`src/rtl/cp0_pkg.sv`:
```
// Shared definitions for the CP0 block: register numbers, bit positions,
// exception codes and the EPC computation used on trap entry.
package cp0_pkg;

  localparam logic [4:0] REG_BADVADDR = 5'd8;
  localparam logic [4:0] REG_COUNT    = 5'd9;
  localparam logic [4:0] REG_COMPARE  = 5'd11;
  localparam logic [4:0] REG_SR       = 5'd12;
  localparam logic [4:0] REG_CAUSE    = 5'd13;
  localparam logic [4:0] REG_EPC      = 5'd14;
  localparam logic [4:0] REG_PRID     = 5'd15;

  localparam int SR_IE        = 0;
  localparam int SR_EXL       = 1;
  localparam int SR_IM_LO     = 8;
  localparam int CAUSE_BD     = 31;
  localparam int CAUSE_IP_LO  = 8;
  localparam int CAUSE_EXC_LO = 2;
  localparam int IP_TIMER     = 7;
  localparam int IP_HW_LO     = 2;

  typedef enum logic [4:0] {
    EXC_INT  = 5'd0,
    EXC_ADEL = 5'd4,
    EXC_ADES = 5'd5,
    EXC_SYS  = 5'd8,
    EXC_RI   = 5'd10,
    EXC_OV   = 5'd12
  } exc_code_e;

  // Restart address: a delay-slot instruction restarts at its branch.
  function automatic logic [31:0] epc_calc(input logic [29:0] pc_word, input logic bd);
    logic [31:0] base;
    base = {pc_word, 2'b00};
    return bd ? (base - 32'd4) : base;
  endfunction

  function automatic logic [31:0] sr_word(input logic ie, input logic exl, input logic [7:0] im);
    return {16'h0000, im, 6'b000000, exl, ie};
  endfunction

  function automatic logic [31:0] cause_word(input logic bd, input logic [7:0] ip, input logic [4:0] exc);
    return {bd, 15'h0000, ip, 1'b0, exc, 2'b00};
  endfunction

endpackage

```
`src/rtl/cp0_timer_if.sv`:
```
// Pipeline-side bus of CP0: mtc0/mfc0 access, M-stage exception info,
// interrupt lines and the trap/eret return path.
interface cp0_timer_if #(
  parameter int NUM_HWINT = 5
);
  logic                 we;
  logic [4:0]           wr_addr;
  logic [31:0]          din;
  logic [4:0]           rd_addr;
  logic [31:0]          dout;
  logic [31:0]          pc;
  logic                 bd;
  logic                 exc_valid;
  logic [4:0]           exc_code;
  logic [31:0]          bad_vaddr;
  logic [NUM_HWINT-1:0] hw_int;
  logic                 eret;
  logic                 trap;
  logic [31:0]          epc_out;
  logic                 exl_out;

  modport master (
    output we, wr_addr, din, rd_addr, pc, bd, exc_valid, exc_code,
           bad_vaddr, hw_int, eret,
    input  dout, trap, epc_out, exl_out
  );

  modport slave (
    input  we, wr_addr, din, rd_addr, pc, bd, exc_valid, exc_code,
           bad_vaddr, hw_int, eret,
    output dout, trap, epc_out, exl_out
  );
endinterface

```
`src/rtl/cp0_timer_unit.sv`:
```
// Count/Compare timer: prescaled Count, Compare, and the sticky timer
// interrupt flag. When disabled, all outputs read as zero.
module cp0_timer_unit #(
  parameter bit TIMER_EN  = 1'b1,
  parameter int COUNT_DIV = 2
) (
  input  logic        clk,
  input  logic        reset_n,
  input  logic        count_we,
  input  logic        compare_we,
  input  logic [31:0] din,
  output logic [31:0] count,
  output logic [31:0] compare,
  output logic        ti
);

  localparam int PW = (COUNT_DIV > 1) ? $clog2(COUNT_DIV) : 1;
  localparam logic [PW-1:0] PRESC_MAX = PW'(COUNT_DIV - 1);

  logic [PW-1:0] presc_r;
  logic [31:0]   count_r;
  logic [31:0]   compare_r;
  logic          ti_r;
  logic          eq_d_r;
  logic          tick_s;
  logic          eq_s;

  assign tick_s = (presc_r == PRESC_MAX);
  assign eq_s   = (count_r == compare_r);

  // Prescaler and Count; an mtc0 to Count restarts the prescale period.
  always_ff @(posedge clk or negedge reset_n) begin
    if (!reset_n) begin
      presc_r <= '0;
      count_r <= 32'h0000_0000;
    end else if (count_we) begin
      presc_r <= '0;
      count_r <= din;
    end else if (tick_s) begin
      presc_r <= '0;
      count_r <= count_r + 32'd1;
    end else begin
      presc_r <= presc_r + PW'(1);
    end
  end

  // Compare register.
  always_ff @(posedge clk or negedge reset_n) begin
    if (!reset_n) begin
      compare_r <= 32'h0000_0000;
    end else if (compare_we) begin
      compare_r <= din;
    end
  end

  // TI fires on the rising edge of Count==Compare. The edge history resets
  // high because both registers come out of reset equal, which must not
  // count as a match.
  always_ff @(posedge clk or negedge reset_n) begin
    if (!reset_n) begin
      eq_d_r <= 1'b1;
      ti_r   <= 1'b0;
    end else begin
      eq_d_r <= eq_s;
      if (compare_we) begin
        ti_r <= 1'b0;
      end else if (eq_s && !eq_d_r) begin
        ti_r <= 1'b1;
      end
    end
  end

  assign count   = TIMER_EN ? count_r   : 32'h0000_0000;
  assign compare = TIMER_EN ? compare_r : 32'h0000_0000;
  assign ti      = TIMER_EN ? ti_r      : 1'b0;

endmodule

```
`src/rtl/cp0_timer.sv`:
```
// System coprocessor 0: SR/Cause/EPC/BadVAddr/PRId plus Count/Compare timer,
// interrupt prioritisation and the single trap request to the pipeline.
module cp0_timer
  import cp0_pkg::*;
#(
  parameter int          NUM_HWINT = 5,
  parameter bit          TIMER_EN  = 1'b1,
  parameter int          COUNT_DIV = 2,
  parameter logic [31:0] PRID      = 32'h0001_8000
) (
  input  logic       clk,
  input  logic       reset_n,
  cp0_timer_if.slave bus
);

  logic                 sr_ie_r;
  logic                 sr_exl_r;
  logic [7:0]           sr_im_r;
  logic                 cause_bd_r;
  logic [1:0]           cause_sw_r;
  logic [NUM_HWINT-1:0] cause_hw_r;
  logic [4:0]           cause_exc_r;
  logic [31:0]          epc_r;
  logic [31:0]          badvaddr_r;

  logic [31:0] count_s;
  logic [31:0] compare_s;
  logic        ti_s;
  logic [7:0]  ip_s;
  logic [7:0]  pend_s;
  logic        int_req_s;
  logic        exc_req_s;
  logic        trap_s;
  logic        load_bva_s;
  logic        wr_sr_s;
  logic        wr_cause_s;
  logic        wr_epc_s;
  logic        wr_count_s;
  logic        wr_compare_s;
  logic [31:0] dout_s;
  logic        unused_pc_s;

  assign unused_pc_s = ^bus.pc[1:0];

  assign wr_sr_s      = bus.we && (bus.wr_addr == REG_SR);
  assign wr_cause_s   = bus.we && (bus.wr_addr == REG_CAUSE);
  assign wr_epc_s     = bus.we && (bus.wr_addr == REG_EPC);
  assign wr_count_s   = bus.we && (bus.wr_addr == REG_COUNT);
  assign wr_compare_s = bus.we && (bus.wr_addr == REG_COMPARE);

  cp0_timer_unit #(
    .TIMER_EN  (TIMER_EN),
    .COUNT_DIV (COUNT_DIV)
  ) u_timer (
    .clk        (clk),
    .reset_n    (reset_n),
    .count_we   (wr_count_s),
    .compare_we (wr_compare_s),
    .din        (bus.din),
    .count      (count_s),
    .compare    (compare_s),
    .ti         (ti_s)
  );

  // Assemble Cause.IP from software bits, sampled hardware lines and TI.
  always_comb begin
    ip_s = 8'h00;
    ip_s[1:0] = cause_sw_r;
    for (int i = 0; i < NUM_HWINT; i++) begin
      ip_s[IP_HW_LO + i] = cause_hw_r[i];
    end
    ip_s[IP_TIMER] = ti_s;
  end

  assign pend_s     = ip_s & sr_im_r;
  assign int_req_s  = sr_ie_r && !sr_exl_r && (|pend_s);
  assign exc_req_s  = bus.exc_valid && !sr_exl_r;
  assign trap_s     = int_req_s || exc_req_s;
  assign load_bva_s = trap_s && !int_req_s &&
                      ((bus.exc_code == EXC_ADEL) || (bus.exc_code == EXC_ADES));

  // SR: trap entry beats eret, which beats a plain mtc0.
  always_ff @(posedge clk or negedge reset_n) begin
    if (!reset_n) begin
      sr_ie_r  <= 1'b0;
      sr_exl_r <= 1'b0;
      sr_im_r  <= 8'h00;
    end else if (trap_s) begin
      sr_exl_r <= 1'b1;
    end else if (bus.eret) begin
      sr_exl_r <= 1'b0;
    end else if (wr_sr_s) begin
      sr_ie_r  <= bus.din[SR_IE];
      sr_exl_r <= bus.din[SR_EXL];
      sr_im_r  <= bus.din[SR_IM_LO +: 8];
    end
  end

  // Cause: hardware lines sampled every cycle; trap beats the software-bit write.
  always_ff @(posedge clk or negedge reset_n) begin
    if (!reset_n) begin
      cause_hw_r  <= '0;
      cause_bd_r  <= 1'b0;
      cause_sw_r  <= 2'b00;
      cause_exc_r <= 5'd0;
    end else begin
      cause_hw_r <= bus.hw_int;
      if (trap_s) begin
        cause_bd_r  <= bus.bd;
        cause_exc_r <= int_req_s ? EXC_INT : bus.exc_code;
      end else if (wr_cause_s) begin
        cause_sw_r <= bus.din[CAUSE_IP_LO +: 2];
      end
    end
  end

  // EPC: trap beats mtc0; the low two bits are always stored as zero.
  always_ff @(posedge clk or negedge reset_n) begin
    if (!reset_n) begin
      epc_r <= 32'h0000_0000;
    end else if (trap_s) begin
      epc_r <= epc_calc(bus.pc[31:2], bus.bd);
    end else if (wr_epc_s) begin
      epc_r <= {bus.din[31:2], 2'b00};
    end
  end

  // BadVAddr only captures address-error exceptions.
  always_ff @(posedge clk or negedge reset_n) begin
    if (!reset_n) begin
      badvaddr_r <= 32'h0000_0000;
    end else if (load_bva_s) begin
      badvaddr_r <= bus.bad_vaddr;
    end
  end

  // mfc0 read mux; returns pre-write state.
  always_comb begin
    dout_s = 32'h0000_0000;
    case (bus.rd_addr)
      REG_BADVADDR: dout_s = badvaddr_r;
      REG_COUNT:    dout_s = count_s;
      REG_COMPARE:  dout_s = compare_s;
      REG_SR:       dout_s = sr_word(sr_ie_r, sr_exl_r, sr_im_r);
      REG_CAUSE:    dout_s = cause_word(cause_bd_r, ip_s, cause_exc_r);
      REG_EPC:      dout_s = epc_r;
      REG_PRID:     dout_s = PRID;
      default:      dout_s = 32'h0000_0000;
    endcase
  end

  assign bus.dout    = dout_s;
  assign bus.trap    = trap_s;
  assign bus.epc_out = epc_r;
  assign bus.exl_out = sr_exl_r;

endmodule

```
`src/flat_wrapper.sv`:
```
// flat-port wrapper written by rule: the top's interface ports become plain ports
module cp0_timer_flat import cp0_pkg::*;
#(
  parameter int          NUM_HWINT = 5,
  parameter bit          TIMER_EN  = 1'b1,
  parameter int          COUNT_DIV = 2,
  parameter logic [31:0] PRID      = 32'h0001_8000
)
  (clk, reset_n, bus_we, bus_wr_addr, bus_din, bus_rd_addr, bus_pc, bus_bd, bus_exc_valid, bus_exc_code, bus_bad_vaddr, bus_hw_int, bus_eret, bus_dout, bus_trap, bus_epc_out, bus_exl_out);
  cp0_timer_if #(.NUM_HWINT(NUM_HWINT)) bus_i ();
  input  logic clk;
  input  logic reset_n;
  input wire logic [$bits(bus_i.we)-1:0] bus_we;
  input wire logic [$bits(bus_i.wr_addr)-1:0] bus_wr_addr;
  input wire logic [$bits(bus_i.din)-1:0] bus_din;
  input wire logic [$bits(bus_i.rd_addr)-1:0] bus_rd_addr;
  input wire logic [$bits(bus_i.pc)-1:0] bus_pc;
  input wire logic [$bits(bus_i.bd)-1:0] bus_bd;
  input wire logic [$bits(bus_i.exc_valid)-1:0] bus_exc_valid;
  input wire logic [$bits(bus_i.exc_code)-1:0] bus_exc_code;
  input wire logic [$bits(bus_i.bad_vaddr)-1:0] bus_bad_vaddr;
  input wire logic [$bits(bus_i.hw_int)-1:0] bus_hw_int;
  input wire logic [$bits(bus_i.eret)-1:0] bus_eret;
  output wire logic [$bits(bus_i.dout)-1:0] bus_dout;
  output wire logic [$bits(bus_i.trap)-1:0] bus_trap;
  output wire logic [$bits(bus_i.epc_out)-1:0] bus_epc_out;
  output wire logic [$bits(bus_i.exl_out)-1:0] bus_exl_out;
  assign bus_i.we = bus_we;
  assign bus_i.wr_addr = bus_wr_addr;
  assign bus_i.din = bus_din;
  assign bus_i.rd_addr = bus_rd_addr;
  assign bus_i.pc = bus_pc;
  assign bus_i.bd = bus_bd;
  assign bus_i.exc_valid = bus_exc_valid;
  assign bus_i.exc_code = bus_exc_code;
  assign bus_i.bad_vaddr = bus_bad_vaddr;
  assign bus_i.hw_int = bus_hw_int;
  assign bus_i.eret = bus_eret;
  assign bus_dout = bus_i.dout;
  assign bus_trap = bus_i.trap;
  assign bus_epc_out = bus_i.epc_out;
  assign bus_exl_out = bus_i.exl_out;
  cp0_timer #(.NUM_HWINT(NUM_HWINT), .TIMER_EN(TIMER_EN), .COUNT_DIV(COUNT_DIV), .PRID(PRID)) u_core (.clk(clk), .reset_n(reset_n), .bus(bus_i));
endmodule
```
`config.mk`:
```
export PLATFORM = sky130hd
export DESIGN_NAME = cp0_timer_flat
export DESIGN_NICKNAME = d
export VERILOG_FILES = /design/src/rtl/cp0_pkg.sv /design/src/rtl/cp0_timer_if.sv /design/src/rtl/cp0_timer_unit.sv /design/src/rtl/cp0_timer.sv /design/src/flat_wrapper.sv
export SDC_FILE = /design/constraint.sdc
export NUM_CORES = 1
export LEC_CHECK = 0
export ABC_CLOCK_PERIOD_IN_PS = 2300
export BUFFER_PORTS_ARGS = -buffer_cell sky130_fd_sc_hd__buf_4
export CAP_MARGIN = 20
export CORE_MARGIN = 5
export CORE_UTILIZATION = 52
export DETAILED_ROUTE_END_ITERATION = 8
export GPL_TIMING_DRIVEN = 0
export PLACE_DENSITY = 0.77
export REMOVE_ABC_BUFFERS = 1
export SLEW_MARGIN = 25
export SYNTH_ARGS = -nofsm -noshare
export SYNTH_HDL_FRONTEND = slang
export SYNTH_SLANG_ARGS = --single-unit
```
`constraint.sdc`:
```
create_clock -name clk -period 2.3 [get_ports clk]
set_clock_uncertainty 0.1 [all_clocks]
set_input_delay 0.115 -clock clk [delete_from_list [all_inputs] [get_ports clk]]
set_output_delay 0.115 -clock clk [all_outputs]
set_load 0.02 [all_outputs]
```
==> metrics.txt, run 1 <==
status=complete, no violations; r2r worst-path depth=6; Cell Area, Synth=8460 sq um; initial antenna violation count=0; Hold Path Stages=5; Nets=1,225; Max-Cap Viols=0; PD cells=791 nW/um^2; EDFF count, synth=0; Clock Sinks=152; crit-path max cell delay=0.39 ns; reg-to-reg slack, setup=0.006 ns; worst relative slew slack=35.1%; period utilisation layout=99.7%; Seq cells post-synth=152; worst hold slack=0.00700 ns; Worst-Margin Slew=0.964 ns; GRT overflow=0; Die Ht=138 um; # IOs=188; Post-Syn Area per Cell=10.3 sq um; Max VDD drop=0.622 mV; Synth area leaders=dfrtp_1 (45%), mux2_2 (13%), xnor2_1 (7.2%); Final Max Tran Viols=0; number of global-route vias before repair=7,897; Starting Density=53.1%; leakage power=0.00509 uW; Area Overhead vs Synth=41.8%; Final ANT Viol Nets=0; Crit-path slowest cell=dfrtp_1; post-route setup TNS=0 ns; nature of the critical path endpoint=flop; Cell Rows=46; Antenna Diode Count=0; core area=15,900 sq um; RR Endpoint=u_core.badvaddr_r[9]; critical-path cell list=a22oi_1 -> a41oi_2 -> nor2b_2 -> and3_4 -> buf_12 -> mux2_2; fin crit period=2.29 ns; clk slew on worst S/H paths=0.06 ns; f_max=0.436 GHz; Async SR Flop Fraction=100%; setup ws final=0.00590 ns; Synth area leader=dfrtp_1; Worst EP arrival=2.50 ns; RR Startpoint=u_core.sr_im_r[5]; largest net degree at the start of global routing=94; Die Wd=138 um; DR vias/cell=5.93; final WL=28,100 um; Worst-Skew Late Latency=0.43 ns; top post-synthesis cells by count=dfrtp_1 (151), mux2_2 (96), xnor2_1 (70); CP Launch Type=flop; Final Instance Count excl. Fillers=1,329; Crit. Startpoint=u_core.sr_im_r[5]; Syn. warnings=0; most frequent cell after synthesis=dfrtp_1; pre-CTS setup slack=-0.459 ns; sequential fraction of the synthesis area=45.0%; clock root cell=clkbuf_16; hold_sp=bus_pc[11]; CP required=2.51 ns; Fin. Hold Viols=0; dpl hpwl=18,400 um; Port Buffers=183; Hold EP=u_core.bus.epc_out[12]; Die Footprint=18,900 sq um; number of instances in the placed design=1,184; crit path max fanout=25; total track usage=29.8%; first-pass GRT wire length=42,800 um; Post-Syn Instances=819; share of cells above drive strength 1=32.7%; CTS H-Tree Depth=4; Avg WL per Cell=21.1 um; Final setup viols=0; Via Count=7,880; CTS buffer count=17; Synth Flop Type=dfrtp_1; drt drc=0; GPL Wtd Cong=0.930; Synth top area share=44.7%; CTS tree=built; drt pass-1 iters=6; utilization after layout=75.3%; Hold Path Class=input port to flop; Crit Path Class=flop to flop; Filler Cell Count=1,048; DR iter-0 viols=638; synth unique cells=45; Clock Tree Buf Depth=2
-- power by group --
part | total [uW] | switching, uW | internal, uW
Sequential | 4000 | 698 | 3300
Clock | 2910 | 1070 | 1840
Combinational | 2580 | 1200 | 1390
Total | 9490 | 2970 | 6520
-- metrics by stage --
step | power (uW) | area, sq um
6_report | 9490 | 12000
5_1_grt | 9900 | 12000
4_1_cts | 9440 | 11900
3_5_place_dp | 6360 | 10200
3_3_place_gp | 6260 | 9900
2_1_floorplan | 5320 | 8260
-- worst max-delay path: cells and delay by family, from the launching register on --
kind                   cells  cell delay (ns)
flip-flops                 1             0.39
AND/OR/NAND/NOR            2             0.55
buffers and inverters      1             0.20
multiplexers               1             0.38
AO/OA/AOI/OAI              2             0.54
-- how the worst max path moves through the flow --
| stage | endpoint |
|---|---|
| 5_1_grt | u_core.bus.epc_out[15] |
| 6_report | u_core.badvaddr_r[9] |
| 4_1_cts | bus_dout[9] |
| 3_5_place_dp | u_core.badvaddr_r[28] |
| 3_3_place_gp | u_core.sr_im_r[4] |
| 2_1_floorplan | u_core.bus.epc_out[10] |
-- registers in the layout, indices dropped and copies added, names as in the netlist, 2 cells and up --
name / flops
u_core.sr_im_r: 8
u_core.bus.epc_out: 30
u_core.cause_hw_r: 5
u_core.cause_exc_r: 5
u_core.u_timer.compare: 32
u_core.badvaddr_r: 32
u_core.cause_sw_r: 2
u_core.u_timer.count: 32
-- logic make-up (layout without fill, tap and decap cells) --
family	after synthesis	after routing	synth area share [%]
flops	152	152	45.0
xor+xnor	88	88	9.11
fa+ha+maj	2	2	0.296
other cells	1	2	0.0443
compound gates	147	147	11.1
buf+inv	61	354	2.88
mux	142	142	18.2
simple gates	226	226	13.4
-- final cells by class --
cell class | count | area, sq um | area share (%)
clock inverter | 8 | 118 | 0.980
sequential | 152 | 3800 | 31.7
multi-input combinational | 607 | 4550 | 37.9
timing repair buffer | 313 | 2720 | 22.7
tap | 216 | 270 | 2.25
clock buffer | 23 | 498 | 4.15
inverter | 10 | 37.5 | 0.313
-- cells in the final DEF (no fill, tap or decap), drive strengths merged, types with 10 or more instances in the layout --
cell type,synthesis,final
nor4,16,16
nand3,19,19
xnor2,70,70
clkbuf,38,23
o21ai,32,32
a21oi,43,43
a22oi,58,58
dfrtp,151,151
nand4,17,17
mux2,96,96
xor2,18,18
nor2,64,64
nand2,45,45
dlygate4sd3,0,103
nor3,27,27
buf,13,210
mux2i,46,46
inv,10,10
-- repair_timing --
action / CTS / global route
hold buffers: 103 / 0
gates resized for setup: 7 / 10
pin swaps: 4 / 3
hold endpoints to repair: 208 / 0
setup endpoints to repair: 67 / 43
buffers inserted: 9 / 2
-- per-layer routing --
metal	track usage, %	routed length, um	up-vias
met5	0	0	-
met4	8.92	686	0
met3	5.81	2010	56
met2	49.2	13700	398
met1	39.9	11700	3899
li1	-	-	3527
No activity file was read; power rests on OpenSTA's default activity.
==> inputs of run 2 (changes only) <==
RECOVER_POWER = 50   (was not set)
==> run 2 against run 1 <==
The flow now finishes with violations (max-capacitance violations, max-slew violations, negative setup slack); routed wire length decreased by 0.27%; first-iteration DRC count down 3.6%; clock power about the same; critical path type unchanged; critical endpoint unchanged; largest power group unchanged; highest routed layer unchanged.
==> metrics.txt, run 2 (same netlist as run 1, synthesis figures left out) <==
status=finished, violations left; failing checks=max-capacitance violations, max-slew violations, negative setup slack; Worst EP arrival=2.51 ns; sequential share of power=42.6%; Starting Density=53.1%; f_max=0.434 GHz; Fin. Hold Viols=0; Comb power frac=26.4%; fin crit period=2.30 ns; Final Instance Area=11,900 sq um; drt pass-1 iters=5; number of instances in the placed design=1,184; dpl hpwl=18,400 um; Multi-input gate area=4540 sq um; post-route setup TNS=-0.00393 ns; initial antenna violation count=0; Filler Cell Count=1,104; critical-path cell list=a22oi_1 -> a41oi_2 -> nor2b_2 -> and3_4 -> buf_12 -> mux2_2; total power=9370 uW; Worst-Margin Slew=1.52 ns; Die Ht=138 um; clock root cell=clkbuf_16; DR iter-0 viols=615; drt drc=0; Cell Rows=46; final WL=28,000 um; Final Instance Count excl. Fillers=1,329; Clock Sinks=152; leakage power=0.00497 uW; GPL Wtd Cong=0.930; GRT overflow=0; Nets=1,225; PD cells=790 nW/um^2; setup ws final=-0.00393 ns; Register Area=3800 sq um; family with the most delay on the worst path=compound AO/OA/AOI/OAI gates; Clock Tree Buf Depth=2; Avg WL per Cell=21.1 um; Via Count=7,858; commonest cells after routing, fill and taps aside=buf_4 (163), dfrtp_1 (151), dlygate4sd3_1 (103); number of global-route vias before repair=7,897; Clock Power Share=31.0%; Max-Cap Viols=1; DR vias/cell=5.91; first-pass GRT wire length=42,800 um; Port Buffers=183; Psw=2960 uW; Max VDD drop=0.619 mV; share of cells above drive strength 1=29.8%; Internal=6410 uW; Die Footprint=18,900 sq um; worst hold slack=0.00635 ns; Final ANT Viol Nets=0; Area Overhead vs Synth=40.2%; Antenna Diode Count=0; CP Buf/Inv Count=1; clk slew on worst S/H paths=0.06 ns; CP Launch Type=flop; Final Max Tran Viols=60; largest net degree at the start of global routing=94; Die Wd=138 um; crit-path max cell delay=0.39 ns; crit path max fanout=25; worst relative slew slack=-1.53%; CTS tree=built; Worst-Skew Late Latency=0.43 ns; most common cell after layout, fill and taps aside=buf_4; placed cell area=10,200 sq um; Crit Path Class=flop to flop; Hold Path Class=input port to flop; CTS buffer count=17; Crit-path slowest cell=dfrtp_1; CTS H-Tree Depth=4; core area=15,900 sq um; total track usage=29.8%; nature of the critical path endpoint=flop; switching share of power=31.6%; CP required=2.51 ns; Final setup viols=1; # IOs=188; period utilisation layout=100%
==> run 2: power groups by stage <==
stage	clock (uW)	combinational, uW	sequential (uW)
2_1_floorplan	0	1340	3980
3_3_place_gp	0	2300	3960
3_5_place_dp	0	2370	3990
4_1_cts	2930	2550	3960
5_1_grt	3040	2680	4070
6_report	2900	2470	4000
==> run 2: metrics by stage <==
step / setup slack (ns) / utilization (%)
2_1_floorplan: -2.09 / -
6_report: -0.00393 / 74.4
3_5_place_dp: -0.459 / 63.8
5_1_grt: -0.00291 / 74.4
3_3_place_gp: -4.08 / 62.1
4_1_cts: 0.0144 / 74.8
==> run 2: cell type report <==
type / instances / share of cell area [%]
flip-flops and latches: 152 / 32.1
clock buffers: 23 / 4.20
inverters: 10 / 0.316
clock inverters: 8 / 0.991
multi-input cells: 607 / 38.3
repair buffers: 313 / 21.8
well taps: 216 / 2.28
==> run 2: repair_timing <==
action,4_1_cts,5_1_grt
hold buffers,103,0
pin swaps,4,3
gates resized for setup,7,10
buffers inserted,9,2
endpoints found under the setup margin,67,43
hold endpoints to repair,208,0
==> run 2: per-layer routing <==
layer	wire [um]	vias up	share of wire (%)	global-route usage, %
met2	13700	376	49	49.2
met5	0	-	0	0
met1	11500	3897	41	39.9
met3	2130	54	7.6	5.81
li1	-	3531	-	-
met4	661	0	2.4	8.92
==> run 2: tightest hold or removal path: cells and delay by family <==
kind,cells,cell delay (ns)
and+or+nand+nor,2,0.11
muxes,1,0.11
buffers and inverters,1,0.09
xor gates and xnor gates,1,0.06
==> run 2: final timing paths <==
path,from,endpoint,slack (ns),cells after the start
hold reg to reg,u_core.badvaddr_r[17],u_core.badvaddr_r[17],0.41,1
setup / recovery,u_core.sr_im_r[5],u_core.badvaddr_r[9],-0.004,6
setup reg to reg,u_core.sr_im_r[5],u_core.badvaddr_r[9],-0.004,6
min in group asynchronous,reset_n,u_core.badvaddr_r[13],0.49,2
max in group asynchronous,reset_n,u_core.u_timer.presc_r,0.41,3
hold / removal,bus_pc[11],u_core.bus.epc_out[12],0.006,5
==> inputs of run 3 (changes only) <==
GPL_TIMING_DRIVEN = not set   (was 0)
RECOVER_POWER = 100   (was 50)
==> run 3 against run 2 <==
The flow finishes with violations (max-capacitance violations, max-slew violations); clock power decreased by 3%; worst setup slack improved by 0.036 ns; non-clock buffer count increased by 23; sequential power about the same; register-to-register slack improved by 0.04 ns; global-route usage increased by 1.3 points; count of clock-buffer cells in the layout decreased by 6; combinational power increased by 4%; maximum frequency increased by 1.6%; sequential cell count unchanged; largest cell class unchanged.
==> metrics.txt, run 3 (same netlist as run 1, synthesis figures left out) <==
Antenna Diode Count=0; crit-path max cell delay=0.41 ns; Fin. Hold Viols=0; core area=15,900 sq um; total track usage=31.1%; Max-Cap Viols=1; Crit Path Class=flop to flop; clock root cell=clkbuf_16; Die Wd=138 um; worst relative slew slack=-7.44%; drt pass-1 iters=5; GRT overflow=0; crit path max fanout=16; Avg WL per Cell=21.5 um; first-pass GRT wire length=44,400 um; most common cell after layout, fill and taps aside=buf_4; number of global-route vias before repair=8,091; Nets=1,248; critical-path cell list=a22oi_1 -> a41oi_2 -> nor2b_1 -> and3_2 -> buf_12 -> mux2_2; Hold Path Stages=4; placed cell area=10,400 sq um; RR Endpoint=u_core.badvaddr_r[23]; status=finished, violations left; CTS H-Tree Depth=4; Max VDD drop=0.577 mV; setup ws final=0.0325 ns; CTS tree=built; leakage power=0.00503 uW; hold_sp=bus_pc[18]; share of cells above drive strength 1=29.8%; Crit. Startpoint=u_core.sr_im_r[6]; Final Max Tran Viols=62; CP required=2.51 ns; largest net degree at the start of global routing=66; GPL Wtd Cong=0.915; Filler Cell Count=1,083; utilization after layout=74.7%; Hold EP=u_core.bus.epc_out[19]; failing checks=max-capacitance violations, max-slew violations; r2r worst-path depth=6; Via Count=7,992; Final ANT Viol Nets=0; # IOs=188; Cell Rows=46; Port Buffers=183; period utilisation layout=98.6%; RR Startpoint=u_core.sr_im_r[6]; f_max=0.441 GHz; DR vias/cell=5.91; pre-CTS setup slack=-0.00366 ns; Crit-path slowest cell=dfrtp_1; Final Instance Area=11,900 sq um; Final setup viols=0; nature of the critical path endpoint=flop; Area Overhead vs Synth=40.8%; Hold Path Class=input port to flop; CP Launch Type=flop; Worst-Margin Slew=1.61 ns; Clock Sinks=152; met2 Use GR=50.6%; DR iter-0 viols=696; Worst EP arrival=2.48 ns; Die Footprint=18,900 sq um; PD cells=788 nW/um^2; drt drc=0; reg-to-reg slack, setup=0.03 ns; clk slew on worst S/H paths=0.07 ns; CTS buffer count=17; commonest cells after routing, fill and taps aside=buf_4 (174), dfrtp_1 (151), dlygate4sd3_1 (100); final WL=29,000 um; dpl hpwl=19,200 um; Starting Density=53.1%; GR Util met3=5.70%; gr busiest metal=met2; initial antenna violation count=0; Clock Tree Buf Depth=2; fin crit period=2.27 ns; worst hold slack=0.0179 ns; Die Ht=138 um; M1 GR Usage=41.1%; Worst-Skew Late Latency=0.43 ns; post-route setup TNS=0 ns
-- run 3: changes by cell type in the layout (fill, tap and decap cells not counted), sizes merged --
cell          previous run  this run
bufinv                   3         2
inv                     10        16
clkinvlp                 1         6
buf                    172       181
dlymetal6s4s             0         1
clkinv                   4         1
clkbuf                  61        69
bufbuf                   0         2
dlygate4sd3            103       100
-- run 3: layout make-up --
cell class / instances / area (sq um) / share of cell area [%]
clock buffer: 17 / 425 / 3.57
timing repair buffer: 336 / 2730 / 22.9
multi-input combinational: 607 / 4490 / 37.6
inverter: 10 / 37.5 / 0.315
tap: 216 / 270 / 2.27
clock inverter: 15 / 166 / 1.40
sequential: 152 / 3800 / 31.9
-- run 3: how the worst max path moves through the flow --
stage | endpoint | depth (start not counted)
after floorplan | u_core.bus.epc_out[10] | 5
after global placement | u_core.bus.epc_out[28] | 6
after detailed placement | u_core.bus.epc_out[28] | 6
after CTS | bus_trap | 7
after global routing | bus_trap | 7
final | u_core.badvaddr_r[23] | 6
-- run 3: worst max-delay path, delay by kind of cell (launching register included) --
| kind | cells | cell delay [ns] |
|---|---|---|
| flops | 1 | 0.41 |
| buf+inv | 1 | 0.18 |
| mux | 1 | 0.36 |
| simple gates | 2 | 0.64 |
| compound gates | 2 | 0.45 |
-- run 3: through the flow --
| step | cells | total power (uW) |
|---|---|---|
| after floorplan | 769 | 5320 |
| after global placement | 1217 | 6360 |
| after detailed placement | 1217 | 6440 |
| after CTS | 1352 | 9450 |
| after global routing | 1353 | 9790 |
| final | 1353 | 9380 |
-- run 3: timing repair --
action                                 in CTS  in global routing
gates resized for setup                     0                 11
endpoints found under the hold margin     206                  0
setup endpoints to repair                   1                 48
buffers inserted                            0                  2
hold buffers                              101                  0
cloned                                      2                  0
pin swaps                                   0                  4
-- run 3: report_power, final --
part	leakage (uW)	switching, uW	internal [uW]
logic	0.00290	1260	1320
registers	0.00187	680	3300
clock network	0.000270	1210	1620
total	0.00503	3150	6240
-- run 3: metal layers --
layer	vias to the layer above	routed length (um)
li1	3577	-
met2	399	14100
met3	70	2140
met5	-	0
met1	3946	11900
met4	0	937
